<file path="src/rtl/glb_pkg.sv">
// Types and constants shared by the GLB SRAM banks and their controllers.
package glb_pkg;
  typedef enum logic {GLB_IDLE = 1'b0, GLB_CLEAR = 1'b1} glb_bank_state_t;
  localparam int RSP_FIFO_DEPTH = 2;
endpackage

</file>
<file path="src/rtl/glb_rsp_fifo.sv">
// Two-entry ordered read-response buffer; the head word stays stable while the consumer stalls.
module glb_rsp_fifo
  import glb_pkg::*;
#(
  parameter int DATA_WIDTH = 16
) (
  input  logic                  clk,
  input  logic                  rst_n,
  input  logic                  push,
  input  logic [DATA_WIDTH-1:0] push_data,
  input  logic                  pop,
  output logic                  rsp_valid,
  output logic [DATA_WIDTH-1:0] rsp_data,
  output logic [1:0]            occ
);
  localparam logic [1:0] FULL = 2'(RSP_FIFO_DEPTH);

  logic [DATA_WIDTH-1:0] head_q, head_d, tail_q, tail_d;
  logic [1:0]            occ_q, occ_d;

  always_comb begin
    head_d = head_q;
    tail_d = tail_q;
    occ_d  = occ_q;
    if (push && pop) begin
      // Occupancy unchanged: the tail (or the incoming word) moves up to the head.
      if (occ_q == 2'd1) begin
        head_d = push_data;
      end else begin
        head_d = tail_q;
        tail_d = push_data;
      end
    end else if (pop) begin
      head_d = tail_q;
      occ_d  = occ_q - 2'd1;
    end else if (push) begin
      if (occ_q == 2'd0) head_d = push_data;
      else               tail_d = push_data;
      occ_d = occ_q + 2'd1;
    end
  end

  always_ff @(posedge clk or negedge rst_n) begin
    if (!rst_n) begin
      head_q <= '0;
      tail_q <= '0;
      occ_q  <= '0;
    end else begin
      head_q <= head_d;
      tail_q <= tail_d;
      occ_q  <= occ_d;
    end
  end

  assign rsp_valid = (occ_q != 2'd0);
  assign rsp_data  = head_q;
  assign occ       = occ_q;

  a_no_overflow: assert property (@(posedge clk) disable iff (!rst_n)
    !(push && !pop && occ_q == FULL));
endmodule

</file>
<file path="src/rtl/glb_sram_bank.sv">
// GLB SRAM bank: simple-dual-port array with handshaked ports, write-first forwarding,
// a 2-deep backpressured read-response path and a hardware zero-clear sweep.
module glb_sram_bank
  import glb_pkg::*;
#(
  parameter int    DATA_WIDTH = 16,
  parameter int    DEPTH      = 64,
  parameter int    ADDR       = $clog2(DEPTH),
  parameter string RAM_STYLE  = "block"
) (
  input  logic                  core_clk,
  input  logic                  core_rst_n,
  input  logic                  wr_valid,
  output logic                  wr_ready,
  input  logic [ADDR-1:0]       wr_addr,
  input  logic [DATA_WIDTH-1:0] wr_data,
  input  logic                  rd_req_valid,
  output logic                  rd_req_ready,
  input  logic [ADDR-1:0]       rd_addr,
  output logic                  rd_rsp_valid,
  input  logic                  rd_rsp_ready,
  output logic [DATA_WIDTH-1:0] rd_rsp_data,
  input  logic                  clear_req,
  output logic                  busy,
  output logic                  clear_done
);
  localparam logic [ADDR-1:0] LAST_ADDR = ADDR'(DEPTH - 1);

  if (DEPTH < 2 || RAM_STYLE == "") begin : g_bad_cfg
    $error("glb_sram_bank: DEPTH must be >= 2 and RAM_STYLE must be non-empty");
  end

  (* ram_style = RAM_STYLE *) logic [DATA_WIDTH-1:0] mem_q [DEPTH];

  glb_bank_state_t       state_q, state_d;
  logic [ADDR-1:0]       sweep_cnt_q, sweep_cnt_d;
  logic                  wr_ready_q, wr_ready_d;
  logic                  busy_q, busy_d;
  logic                  clear_done_q, clear_done_d;
  logic                  inflight_q, inflight_d;
  logic [DATA_WIDTH-1:0] rd_data_q, rd_data_d;
  logic                  wr_fire, rd_fire, rsp_pop, wr_in_range, rd_in_range;
  logic                  mem_we;
  logic [ADDR-1:0]       mem_waddr;
  logic [DATA_WIDTH-1:0] mem_wdata;
  logic [1:0]            occ;
  logic [2:0]            rd_load;

  assign wr_in_range = (int'(wr_addr) < DEPTH);
  assign rd_in_range = (int'(rd_addr) < DEPTH);
  assign wr_fire     = wr_valid && wr_ready_q;
  assign rd_fire     = rd_req_valid && rd_req_ready;
  assign rsp_pop     = rd_rsp_valid && rd_rsp_ready;

  // wr_ready_q doubles as "IDLE and out of reset"; the pop term lets a stalled-free
  // consumer keep one read per cycle flowing.
  assign rd_load      = 3'(occ) + 3'(inflight_q) - 3'(rsp_pop);
  assign rd_req_ready = wr_ready_q && (rd_load < 3'(RSP_FIFO_DEPTH));

  always_comb begin
    state_d      = state_q;
    sweep_cnt_d  = sweep_cnt_q;
    clear_done_d = 1'b0;
    case (state_q)
      GLB_IDLE: begin
        if (clear_req) begin
          state_d     = GLB_CLEAR;
          sweep_cnt_d = '0;
        end
      end
      GLB_CLEAR: begin
        if (sweep_cnt_q == LAST_ADDR) begin
          state_d      = GLB_IDLE;
          clear_done_d = 1'b1;
        end else begin
          sweep_cnt_d = sweep_cnt_q + ADDR'(1);
        end
      end
      default: state_d = GLB_IDLE;
    endcase
    wr_ready_d = (state_d == GLB_IDLE);
    busy_d     = (state_d == GLB_CLEAR);
    inflight_d = rd_fire;
  end

  always_comb begin
    mem_we    = 1'b0;
    mem_waddr = wr_addr;
    mem_wdata = wr_data;
    if (state_q == GLB_CLEAR) begin
      mem_we    = 1'b1;
      mem_waddr = sweep_cnt_q;
      mem_wdata = '0;
    end else if (wr_fire && wr_in_range) begin
      mem_we = 1'b1;
    end
  end

  // Write-first: a same-edge write to the read address is captured instead of the old word.
  always_comb begin
    rd_data_d = '0;
    if (rd_in_range) rd_data_d = (wr_fire && wr_addr == rd_addr) ? wr_data : mem_q[rd_addr];
  end

  always_ff @(posedge core_clk) begin
    if (mem_we)  mem_q[mem_waddr] <= mem_wdata;
    if (rd_fire) rd_data_q        <= rd_data_d;
  end

  always_ff @(posedge core_clk or negedge core_rst_n) begin
    if (!core_rst_n) begin
      state_q      <= GLB_IDLE;
      sweep_cnt_q  <= '0;
      wr_ready_q   <= 1'b0;
      busy_q       <= 1'b0;
      clear_done_q <= 1'b0;
      inflight_q   <= 1'b0;
    end else begin
      state_q      <= state_d;
      sweep_cnt_q  <= sweep_cnt_d;
      wr_ready_q   <= wr_ready_d;
      busy_q       <= busy_d;
      clear_done_q <= clear_done_d;
      inflight_q   <= inflight_d;
    end
  end

  glb_rsp_fifo #(.DATA_WIDTH(DATA_WIDTH)) u_rsp_fifo (
    .clk       (core_clk),
    .rst_n     (core_rst_n),
    .push      (inflight_q),
    .push_data (rd_data_q),
    .pop       (rsp_pop),
    .rsp_valid (rd_rsp_valid),
    .rsp_data  (rd_rsp_data),
    .occ       (occ)
  );

  assign wr_ready   = wr_ready_q;
  assign busy       = busy_q;
  assign clear_done = clear_done_q;

  a_wr_in_range: assert property (@(posedge core_clk) disable iff (!core_rst_n)
    wr_fire |-> wr_in_range);
  a_rd_in_range: assert property (@(posedge core_clk) disable iff (!core_rst_n)
    rd_fire |-> rd_in_range);
endmodule

</file>
<file path="config.mk">
export PLATFORM = sky130hd
export DESIGN_NAME = glb_sram_bank
export DESIGN_NICKNAME = d
export VERILOG_FILES = /design/src/rtl/glb_pkg.sv /design/src/rtl/glb_rsp_fifo.sv /design/src/rtl/glb_sram_bank.sv
export SDC_FILE = /design/constraint.sdc
export NUM_CORES = 1
export LEC_CHECK = 0
export BUFFER_PORTS_ARGS = -buffer_cell sky130_fd_sc_hd__buf_2
export CORE_ASPECT_RATIO = 1.25
export CORE_MARGIN = 2
export CORE_UTILIZATION = 26
export CTS_BUF_LIST = sky130_fd_sc_hd__clkbuf_8 sky130_fd_sc_hd__clkbuf_16
export CTS_CLUSTER_DIAMETER = 30
export DETAILED_ROUTE_END_ITERATION = 10
export SKIP_LAST_GASP = 1
export SLEW_MARGIN = 10
export SYNTH_ARGS = -nofsm -noshare
export SYNTH_HDL_FRONTEND = slang
export SYNTH_SLANG_ARGS = --single-unit
</file>
<file path="constraint.sdc">
create_clock -name core_clk -period 7.4 [get_ports core_clk]
set_clock_uncertainty 0.15 [all_clocks]
set_input_delay 0.74 -clock core_clk [delete_from_list [all_inputs] [get_ports core_clk]]
set_output_delay 0.74 -clock core_clk [all_outputs]
set_load 0.05 [all_outputs]
</file>
==> reports/qor.yml, run 1 <==
run_status:
  status: "complete, no violations"
layout:
  drive_above_1_share_pct: 18.64
  area_growth_pct: 19.10
  n_antenna_cell: 0
  nets: 2555
logic_synthesis:
  synthMuxAreaShare_pct: 13.70
  yosys.cell_count.top_type: "edfxtp_1"
  synth.yosys.seq_area_share_pct: 75.56
  synth_cell_type_count: 52
  synth.largest_area_cell: "edfxtp_1"
  synthCells: 2359
  ys_seq_elements: 1084
  synth_top_family_by_area: "multiplexers"
  synth_area_per_cell_sq_um: 18.14
  synth_area_sq_mm: 0.04279
  netlist_top_cells_area: "edfxtp_1 73%, mux2i_1 10%, a22oi_1 3.4%, mux4_2 3.1%, dfrtp_1 2.6%"
  yosysTopAreaCellShare_pct: 72.99
  synth_compound_gate_area_share_pct: 6.296
  yosys_most_used_dff: "edfxtp_1"
  yosys.area_share.simple_pct: 2.439
  syn-num-nets: 2398
  synth_xor_area_share_pct: 0.1842
  synthAdderAreaFrac_pct: 0.1638
  ys_warn_count: 0
  synthTopCellsByCount: "1040 x edfxtp_1, 428 x mux2i_1, 195 x a22oi_1"
  synth_edf_count: 1040
  async_flop_share_pct: 4.059
routing:
  via_per_inst: 4.686
  drt_pass1_iterations: 5
  drt-total-wl_microns: 108000
  drt-initial-drc-count: 2176
  wl_met2_microns: 53530
  post_drt_wl_per_cell_microns: 22.43
  top_layer: "met5"
  dr_total_vias: 22579
  ant_nets: 0
  wl_met1_microns: 44050
  drc_errors: 0
  wl_met3_microns: 7027
sta:
  finalSetupViolations: 0
  slew_headroom_pct: 25.91
  finalCriticalPeriod_ps: 4574
  hold_viol: 0
  fmax_ghz: 0.2186
  worst_slack_ps: 2826
  drv_slew: 0
  timing.setup.tns_ps: 0
  rsz0062_at_grt: "false"
  fin_crit_sh_pct: 61.81
  worst_pin_slew_ps: 1111
placement:
  port_buffers: 54
  dp_worst_setup_slack_ps: 2839
  place_congestion: 0.8683
  dp_hpwl_microns: 66120
setup_path:
  critical_path_arrival_ps: 3680
  critPathLaunchType: "flop"
  max_stage_delay_ps: 450
  crit_buf_inv: 3
  cp_top_family: "adder cells"
  crit_chain: "inv_1 > ha_1 > nor2b_1 > inv_1 > ha_1 > nand2_1 > fa_1 > xnor2_1 > and3_1 > buf_2"
  worst_ep_required_time_ps: 6510
  critPathLaunch: "u_rsp_fifo.occ[1]"
  worst-setup-path-type: "reg -> out"
  cp_slowest_cell: "dfrtp_1"
  timing.rr.start: "u_rsp_fifo.occ[1]"
  cp-end-kind: "primary output"
  worstPathMaxFanout: 18
clock_network:
  post-cts-setup-buffers: 0
  ctsResizeCount: 0
  cts.sinks: 1084
  clk_pin_slew_ps: 60
  insertion_delay_ps: 750
  htreeDepth: 4
  tritoncts: "built"
  cts_made_buffers: 139
  cts_hold_buffers: 0
  cts.path.max_buffers: 3
  cts_root_buffer: "clkbuf_16"
power_and_ir_drop:
  p_leak_nw: 17.80
  power.switching_mw: 4.199
  seqPwrFrac_pct: 46.0
  ir_drop_mv: 0.2484
  total_power_mw: 16.23
  p_int_mw: 12.03
  clkPwrFrac_pct: 42.5
  pwr-share-comb_pct: 11.5
  swShare_pct: 25.88
  p_per_area_mw_per_mm2: 318.4
run:
  drv_cap: 0
global_route:
  grt_pass1_wl_microns: 157300
  grt_pass1_vias: 22306
  grt_max_degree: 101
  grt_overflow: 0
  grt_usage_pct: 12.59
  antenna_found_initial: 2
floorplanning:
  ios: 55
  die_x_microns: 366.8
  die_h_microns: 457.5
  initial_core_util_pct: 26.14
  row_count: 166
  core_sq_mm: 0.1637
  die_area_sq_mm: 0.1678
worst_hold_path:
  hp-class: "in -> async"
path summary, 6_finish.rpt:
| path | to | slack, ps | depth (start not counted) |
|---|---|---|---|
| max | rd_req_ready | 2830 | 10 |
| min | u_rsp_fifo.rsp_data[8] | 30 | 1 |
| max reg2reg | rd_data_q[9] | 3380 | 10 |
| min reg2reg | u_rsp_fifo.rsp_data[14] | 320 | 2 |
| max in group asynchronous | busy | 6400 | 1 |
| min in group core_clk | wr_ready | 190 | 2 |
placed cells by master (no fill, tap or decap), types with 5 or more instances in the layout:
cell type,count
mux4_2,59
clkbuf_16,142
a221o_1,15
a21oi_1,36
edfxtp_1,1040
nand2_1,57
inv_6,13
or3_1,8
buf_4,100
clkinv_8,9
nor2_1,80
clkinv_2,19
buf_2,53
mux2i_1,428
mux2_2,22
inv_1,26
dfrtp_1,43
nand3_1,17
clkinv_1,19
a22oi_1,195
nand2b_1,5
a221oi_1,7
clkinv_4,8
bufinv_16,18
a211oi_1,17
nor2b_4,19
xor2_1,6
o211ai_1,15
clkinvlp_4,7
a211o_1,15
a31oi_1,16
o21ai_0,40
and3_1,18
power by group through the flow:
stage | Sequential, mW | Combinational (mW) | Clock, mW
after detailed placement | 7.58 | 1.87 | 0
after floorplan | 7.70 | 1.00 | 0
after global routing | 7.50 | 1.99 | 7.23
after global placement | 7.56 | 1.86 | 0
after CTS | 7.46 | 1.88 | 6.99
final | 7.46 | 1.87 | 6.89
cells by family after synthesis:
logic type      Yosys count
flops                  1084
mux                     509
compound gates          376
simple gates            224
buf+inv                 152
xor+xnor                  9
fa+ha+maj                 5
registers in the layout, indices dropped and copies added (netlist names):
| register | count |
|---|---|
| mem_q | 1024 |
| clear_done | 1 |
| busy | 1 |
| u_rsp_fifo.tail_q | 16 |
| inflight_q | 1 |
| u_rsp_fifo.occ | 2 |
| sweep_cnt_q | 6 |
| wr_ready | 1 |
| u_rsp_fifo.rsp_data | 16 |
| rd_data_q | 16 |
final cells by class:
class                           count  area, sq um
Clock buffer                      143         3567
Fill cell                       15874       112700
Timing Repair Buffer              158         1119
Multi-Input combinational cell   1123         9913
Sequential cell                  1084        32330
Inverter                           10        37.54
Tap cell                         2184         2733
Clock inverter                    116         1255
metal layers:
layer,global-route usage [%],vias up
li1,-,9880
met1,16.03,11707
met2,21.22,799
met3,2.536,189
met4,4.433,4
met5,0,-
per-stage QoR:
step	std cells	hold slack [ps]	utilization, %	area [sq um]
2_1_floorplan	2359	294.4	-	42790
3_3_place_gp	4558	312.4	28.17	46110
3_5_place_dp	4558	319.9	28.17	46110
4_1_cts	4817	8.378	31.12	50930
5_1_grt	4818	63.24	31.13	50960
6_report	4818	25.82	31.13	50960
No activity file was read; power rests on OpenSTA's default activity.
==> run 2: changes to the inputs <==
clock period = 4.7 ns   (was 7.4 ns; I/O delays follow)
==> run 2 against run 1 <==
Clock-buffer cell count is 6 lower. Largest power group unchanged. Clock power is 49% higher. Worst hold slack better by 77 ps. Non-clock buffer count is 46 higher.
==> reports/qor.yml, run 2 (synthesis results as in run 1) <==
sta:
  finalSetupViolations: 0  # unchanged
  rsz0062_at_grt: "false"  # unchanged
  hold_viol: 0  # unchanged
  timing.setup.tns_ps: 0  # unchanged
  fin_crit_sh_pct: 92.46
  fmax_ghz: 0.2301
  worst_pin_slew_ps: 1218  # was 1111 ps
  finalCriticalPeriod_ps: 4345
  drv_slew: 0  # unchanged
  slew_headroom_pct: 17.97  # was 25.91%
  worst_slack_ps: 354.6  # was 2826 ps
power_and_ir_drop:
  ir_drop_mv: 0.3484  # was 0.2484 mV
  total_power_mw: 25.08  # was 16.23 mW
  p_leak_nw: 17.82  # was 17.80 nW
  p_per_area_mw_per_mm2: 490.2  # was 318.4 mW/mm^2
routing:
  via_per_inst: 4.706  # was 4.686
  post_drt_wl_per_cell_microns: 23.34  # was 22.43 microns
  drt_pass1_iterations: 5  # unchanged
  dr_total_vias: 22816  # was 22579
  drt-total-wl_microns: 113100  # was 108000 microns
  drt-initial-drc-count: 2060  # was 2176
  drc_errors: 0  # unchanged
  ant_nets: 0  # unchanged
setup_path:
  cp_top_family: "adder cells"  # unchanged
  critical_path_arrival_ps: 3730  # was 3680 ps
  critPathLaunchType: "flop"  # unchanged
  worstPathMaxFanout: 18  # unchanged
  cp-end-kind: "primary output"  # unchanged
  crit_chain: "inv_1 > ha_1 > nor2b_1 > inv_1 > ha_1 > nand2_1 > fa_1 > xnor2_1 > and3_1 > buf_2"  # unchanged
  max_stage_delay_ps: 450  # about the same
  worst-setup-path-type: "reg -> out"  # unchanged
  worst_ep_required_time_ps: 4080  # was 6510 ps
  cp_slowest_cell: "dfrtp_1"  # unchanged
  crit_buf_inv: 3  # unchanged
placement:
  port_buffers: 54  # unchanged
  dp_worst_setup_slack_ps: 890.7  # was 2839 ps
  dp_hpwl_microns: 70660  # was 66120 microns
  place_congestion: 0.8539  # was 0.8683
  dp.cells: 4587  # was 4558
clock_network:
  insertion_delay_ps: 750  # about the same
  htreeDepth: 4  # unchanged
  cts_made_buffers: 132  # was 139
  cts_hold_buffers: 18  # was 0
  ctsResizeCount: 0  # unchanged
  cts_root_buffer: "clkbuf_16"  # unchanged
  cts.path.max_buffers: 3  # unchanged
  tritoncts: "built"  # unchanged
  cts.sinks: 1084  # unchanged
  clk_pin_slew_ps: 60  # about the same
  post-cts-setup-buffers: 0  # unchanged
floorplanning:
  row_count: 166  # unchanged
  die_x_microns: 366.8  # unchanged
  core_sq_mm: 0.1637  # unchanged
  ios: 55  # unchanged
  initial_core_util_pct: 26.14  # unchanged
  die_h_microns: 457.5  # unchanged
  die_area_sq_mm: 0.1678  # unchanged
global_route:
  antenna_found_initial: 2  # unchanged
  grt_overflow: 0  # unchanged
  grt_pass1_wl_microns: 163500  # was 157300 microns
  grt_max_degree: 78  # was 101
  grt_pass1_vias: 22822  # was 22306
  grt_usage_pct: 13.25  # was 12.59%
layout:
  regMostFlops: "mem_q"  # unchanged
  fill_cells: 15948  # was 15874
  postLayoutCoreUtil_pct: 31.26  # was 31.13%
  mostFrequentLayoutCells: "1040 x edfxtp_1, 428 x mux2i_1, 195 x a22oi_1"  # unchanged
  n_antenna_cell: 0  # unchanged
  area_growth_pct: 19.59  # was 19.10%
  nets: 2594  # was 2555
  largest_register_ffs: 1024  # unchanged
  drive_above_1_share_pct: 19.26  # was 18.64%
  mostFrequentLayoutCell: "edfxtp_1"  # unchanged
  layout.cells.non_filler: 4848  # was 4818
run_status:
  status: "complete, no violations"  # unchanged
worst_hold_path:
  hp-class: "in -> reg"  # was in -> async
run:
  drv_cap: 0  # unchanged
[run 2: stage by stage]
step	cell area (sq um)	hold slack, ps
final	51170	102.9
after global routing	51170	81.52
after CTS	51170	48.51
after detailed placement	46470	318.5
after global placement	46470	307.2
after floorplan	42790	24.41
[run 2: layout make-up]
type | instances | area (sq um) | share of cell area (%)
clock inverter | 106 | 1101 | 2.152
sequential | 1084 | 32330 | 63.19
tap | 2184 | 2733 | 5.341
multi-input combinational | 1123 | 9908 | 19.36
clock buffer | 137 | 3417 | 6.678
inverter | 10 | 37.54 | 0.07336
timing repair buffer | 204 | 1639 | 3.203
[run 2: final timing paths]
check,end,slack (ps),from,depth (start not counted)
setup / recovery,rd_req_ready,350,u_rsp_fifo.occ[1],10
hold / removal,inflight_q,100,rd_req_valid,3
setup reg to reg,rd_data_q[8],1100,u_rsp_fifo.occ[1],11
hold reg to reg,u_rsp_fifo.rsp_data[13],330,u_rsp_fifo.rsp_data[13],2
max in group asynchronous,busy,3430,core_rst_n,2
min in group asynchronous,busy,300,core_rst_n,2
[run 2: report_power, final]
part	internal (mW)	total (mW)	switching [mW]
Combinational	0.854	3.02	2.16
Sequential	11.5	11.7	0.249
Clock	6.20	10.3	4.12
Total	18.6	25.1	6.53
[run 2: routing by layer]
layer | up-vias | track usage [%] | routed length [microns]
li1 | 9955 | - | -
met1 | 11888 | 15.98 | 44410
met2 | 780 | 23.02 | 57140
met3 | 189 | 2.666 | 6871
met4 | 4 | 5.467 | 4697
met5 | - | 0 | 23
[run 2: worst min-delay path: cells and delay by family]
kind / cells / cell delay [ps]
buffers and inverters: 2 / 300
and+or+nand+nor: 1 / 130
==> run 3: changes to the inputs <==
==> constraint.sdc (replaced) <==
create_clock -name core_clk -period 4.7 [get_ports core_clk]
set_clock_uncertainty 0.15 [all_clocks]
set_input_delay 0 -clock core_clk [delete_from_list [all_inputs] [get_ports core_clk]]
set_output_delay 0 -clock core_clk [all_outputs]
set_load 0.05 [all_outputs]
==> run 3 against run 2 <==
Setup slack better by 400 ps. Utilization is 0.20 points higher. Non-clock buffer count is 22 higher. Flip-flop and latch count stayed put. Total power is 0.17% higher. Final cell count is 0.68% higher. Largest power group unchanged.
==> reports/qor.yml, run 3 (synthesis results as in run 1) <==
sta:
  worst_pin_slew_ps: 1147  # was 1218 ps
  whs_ps: 68.66  # was 102.9 ps
  timing.setup.tns_ps: 0  # unchanged
  worst_slack_ps: 750.1  # was 354.6 ps
  fin_crit_sh_pct: 84.04  # was 92.46%
  fmax_ghz: 0.2532  # was 0.2301 GHz
  rsz0062_at_grt: "false"  # unchanged
  finalSetupViolations: 0  # unchanged
  slew_headroom_pct: 23.34  # was 17.97%
  finalCriticalPeriod_ps: 3950  # was 4345 ps
  hold_viol: 0  # unchanged
  drv_slew: 0  # unchanged
routing:
  via_per_inst: 4.656  # was 4.706
  drt_pass1_iterations: 5  # unchanged
  post_drt_wl_per_cell_microns: 22.11  # was 23.34 microns
  drt-initial-drc-count: 2080  # was 2060
  drt-total-wl_microns: 107900  # was 113100 microns
  dr_total_vias: 22728  # was 22816
  ant_nets: 0  # unchanged
  drc_errors: 0  # unchanged
floorplanning:
  core_sq_mm: 0.1637  # unchanged
  initial_core_util_pct: 26.14  # unchanged
  die_x_microns: 366.8  # unchanged
  row_count: 166  # unchanged
  die_area_sq_mm: 0.1678  # unchanged
  die_h_microns: 457.5  # unchanged
  ios: 55  # unchanged
layout:
  layout.cells.non_filler: 4881  # was 4848
  drive_above_1_share_pct: 19.37  # was 19.26%
  fin_area_sq_mm: 0.05149  # was 0.05117 sq mm
  regMostFlops: "mem_q"  # unchanged
  nets: 2621  # was 2594
  mostFrequentLayoutCell: "edfxtp_1"  # unchanged
  area_growth_pct: 20.35  # was 19.59%
  mostFrequentLayoutCells: "1040 x edfxtp_1, 428 x mux2i_1, 195 x a22oi_1"  # unchanged
  largest_register_ffs: 1024  # unchanged
power_and_ir_drop:
  p_leak_nw: 18.00  # was 17.82 nW
  ir_drop_mv: 0.3383  # was 0.3484 mV
  p_per_area_mw_per_mm2: 487.9  # was 490.2 mW/mm^2
global_route:
  grt_max_degree: 71  # was 78
  grt_pass1_vias: 22569  # was 22822
  grt_usage_pct: 12.60  # was 13.25%
  grt_pass1_wl_microns: 157300  # was 163500 microns
  antenna_found_initial: 2  # unchanged
  grt_overflow: 0  # unchanged
placement:
  dp_worst_setup_slack_ps: 822.9  # was 890.7 ps
  placed_cell_area_sq_mm: 0.04638  # was 0.04647 sq mm
  port_buffers: 54  # unchanged
  dp.cells: 4581  # was 4587
  place_congestion: 0.8459  # was 0.8539
  dp_hpwl_microns: 66500  # was 70660 microns
worst_hold_path:
  hp-class: "in -> reg"  # unchanged
  whs_path_depth: 5  # was 3
setup_path:
  reg2reg_depth: 10  # was 11
  critical_path_arrival_ps: 4160  # was 3730 ps
  critPathLaunchType: "flop"  # unchanged
  cp-end-kind: "flop"  # was primary output
  worst_ep_required_time_ps: 4910  # was 4080 ps
  worst-setup-path-type: "reg -> reg"  # was reg -> out
  worstPathMaxFanout: 18  # unchanged
clock_network:
  cts_root_buffer: "clkbuf_16"  # unchanged
  post-cts-setup-buffers: 0  # unchanged
  cts_made_buffers: 137  # was 132
  insertion_delay_ps: 750  # about the same
  ctsResizeCount: 0  # unchanged
  cts.sinks: 1084  # unchanged
  clk_pin_slew_ps: 60  # about the same
  htreeDepth: 4  # unchanged
  cts.path.max_buffers: 3  # unchanged
  tritoncts: "built"  # unchanged
  cts_hold_buffers: 45  # was 18
run:
  drv_cap: 0  # unchanged
run_status:
  status: "complete, no violations"  # unchanged
## run 3: cell count changes in the layout (fill, tap and decap cells not counted), moves of 4 or more
cell           change
bufinv_16          -5
clkinv_1           -9
clkinv_2           +5
clkinv_8           +7
clkinvlp_4         -5
dlygate4sd3_1     +26
inv_1              +5
inv_8              +4
## run 3: worst max-delay path: stages, from the launching register on
cell and delay, ps:
dfrtp_1 440, inv_1 100, ha_1 370, nor2b_1 370
inv_1 200, ha_1 330, nand2_1 70, fa_1 440
xnor2_1 180, and3_1 180, and2_1 730
## run 3: stage by stage
step | total power, mW | utilization, %
after floorplan | 13.70 | -
after global placement | 14.83 | 28.34
after detailed placement | 14.89 | 28.34
after CTS | 25.32 | 31.45
after global routing | 25.94 | 31.46
final | 25.13 | 31.46
## run 3: worst paths after layout
| path | start | end | slack, ps |
|---|---|---|---|
| worst max register to register | u_rsp_fifo.occ[1] | rd_data_q[15] | 750 |
| worst min-delay path | wr_addr[0] | mem_q[44][14] | 70 |
| worst min register to register | u_rsp_fifo.rsp_data[7] | u_rsp_fifo.rsp_data[7] | 320 |
| min in group asynchronous | core_rst_n | u_rsp_fifo.rsp_data[6] | 160 |
| worst max-delay path | u_rsp_fifo.occ[1] | rd_data_q[15] | 750 |
| max in group asynchronous | core_rst_n | busy | 4010 |
## run 3: power breakdown
part | switching [mW] | leakage [nW] | internal, mW
Clock | 4.27 | 2.27 | 6.11
Combinational | 2.10 | 5.52 | 0.888
Sequential | 0.259 | 10.2 | 11.5
## run 3: layout make-up
class,count,area (sq um)
tap,2184,2733
sequential,1084,32330
clock buffer,140,3492
clock inverter,112,1129
timing repair buffer,226,1852
fill,15839,112200
antenna,2,5.005
inverter,10,37.54
multi-input combinational,1123,9913
## run 3: metal layers
layer / track usage [%] / part of all wire (%) / vias up
met5: 0 / 0 / -
met4: 4.836 / 3.7 / 0
met3: 2.436 / 6.0 / 199
met2: 21.69 / 50 / 788
met1: 15.57 / 40 / 11721
li1: - / - / 10020
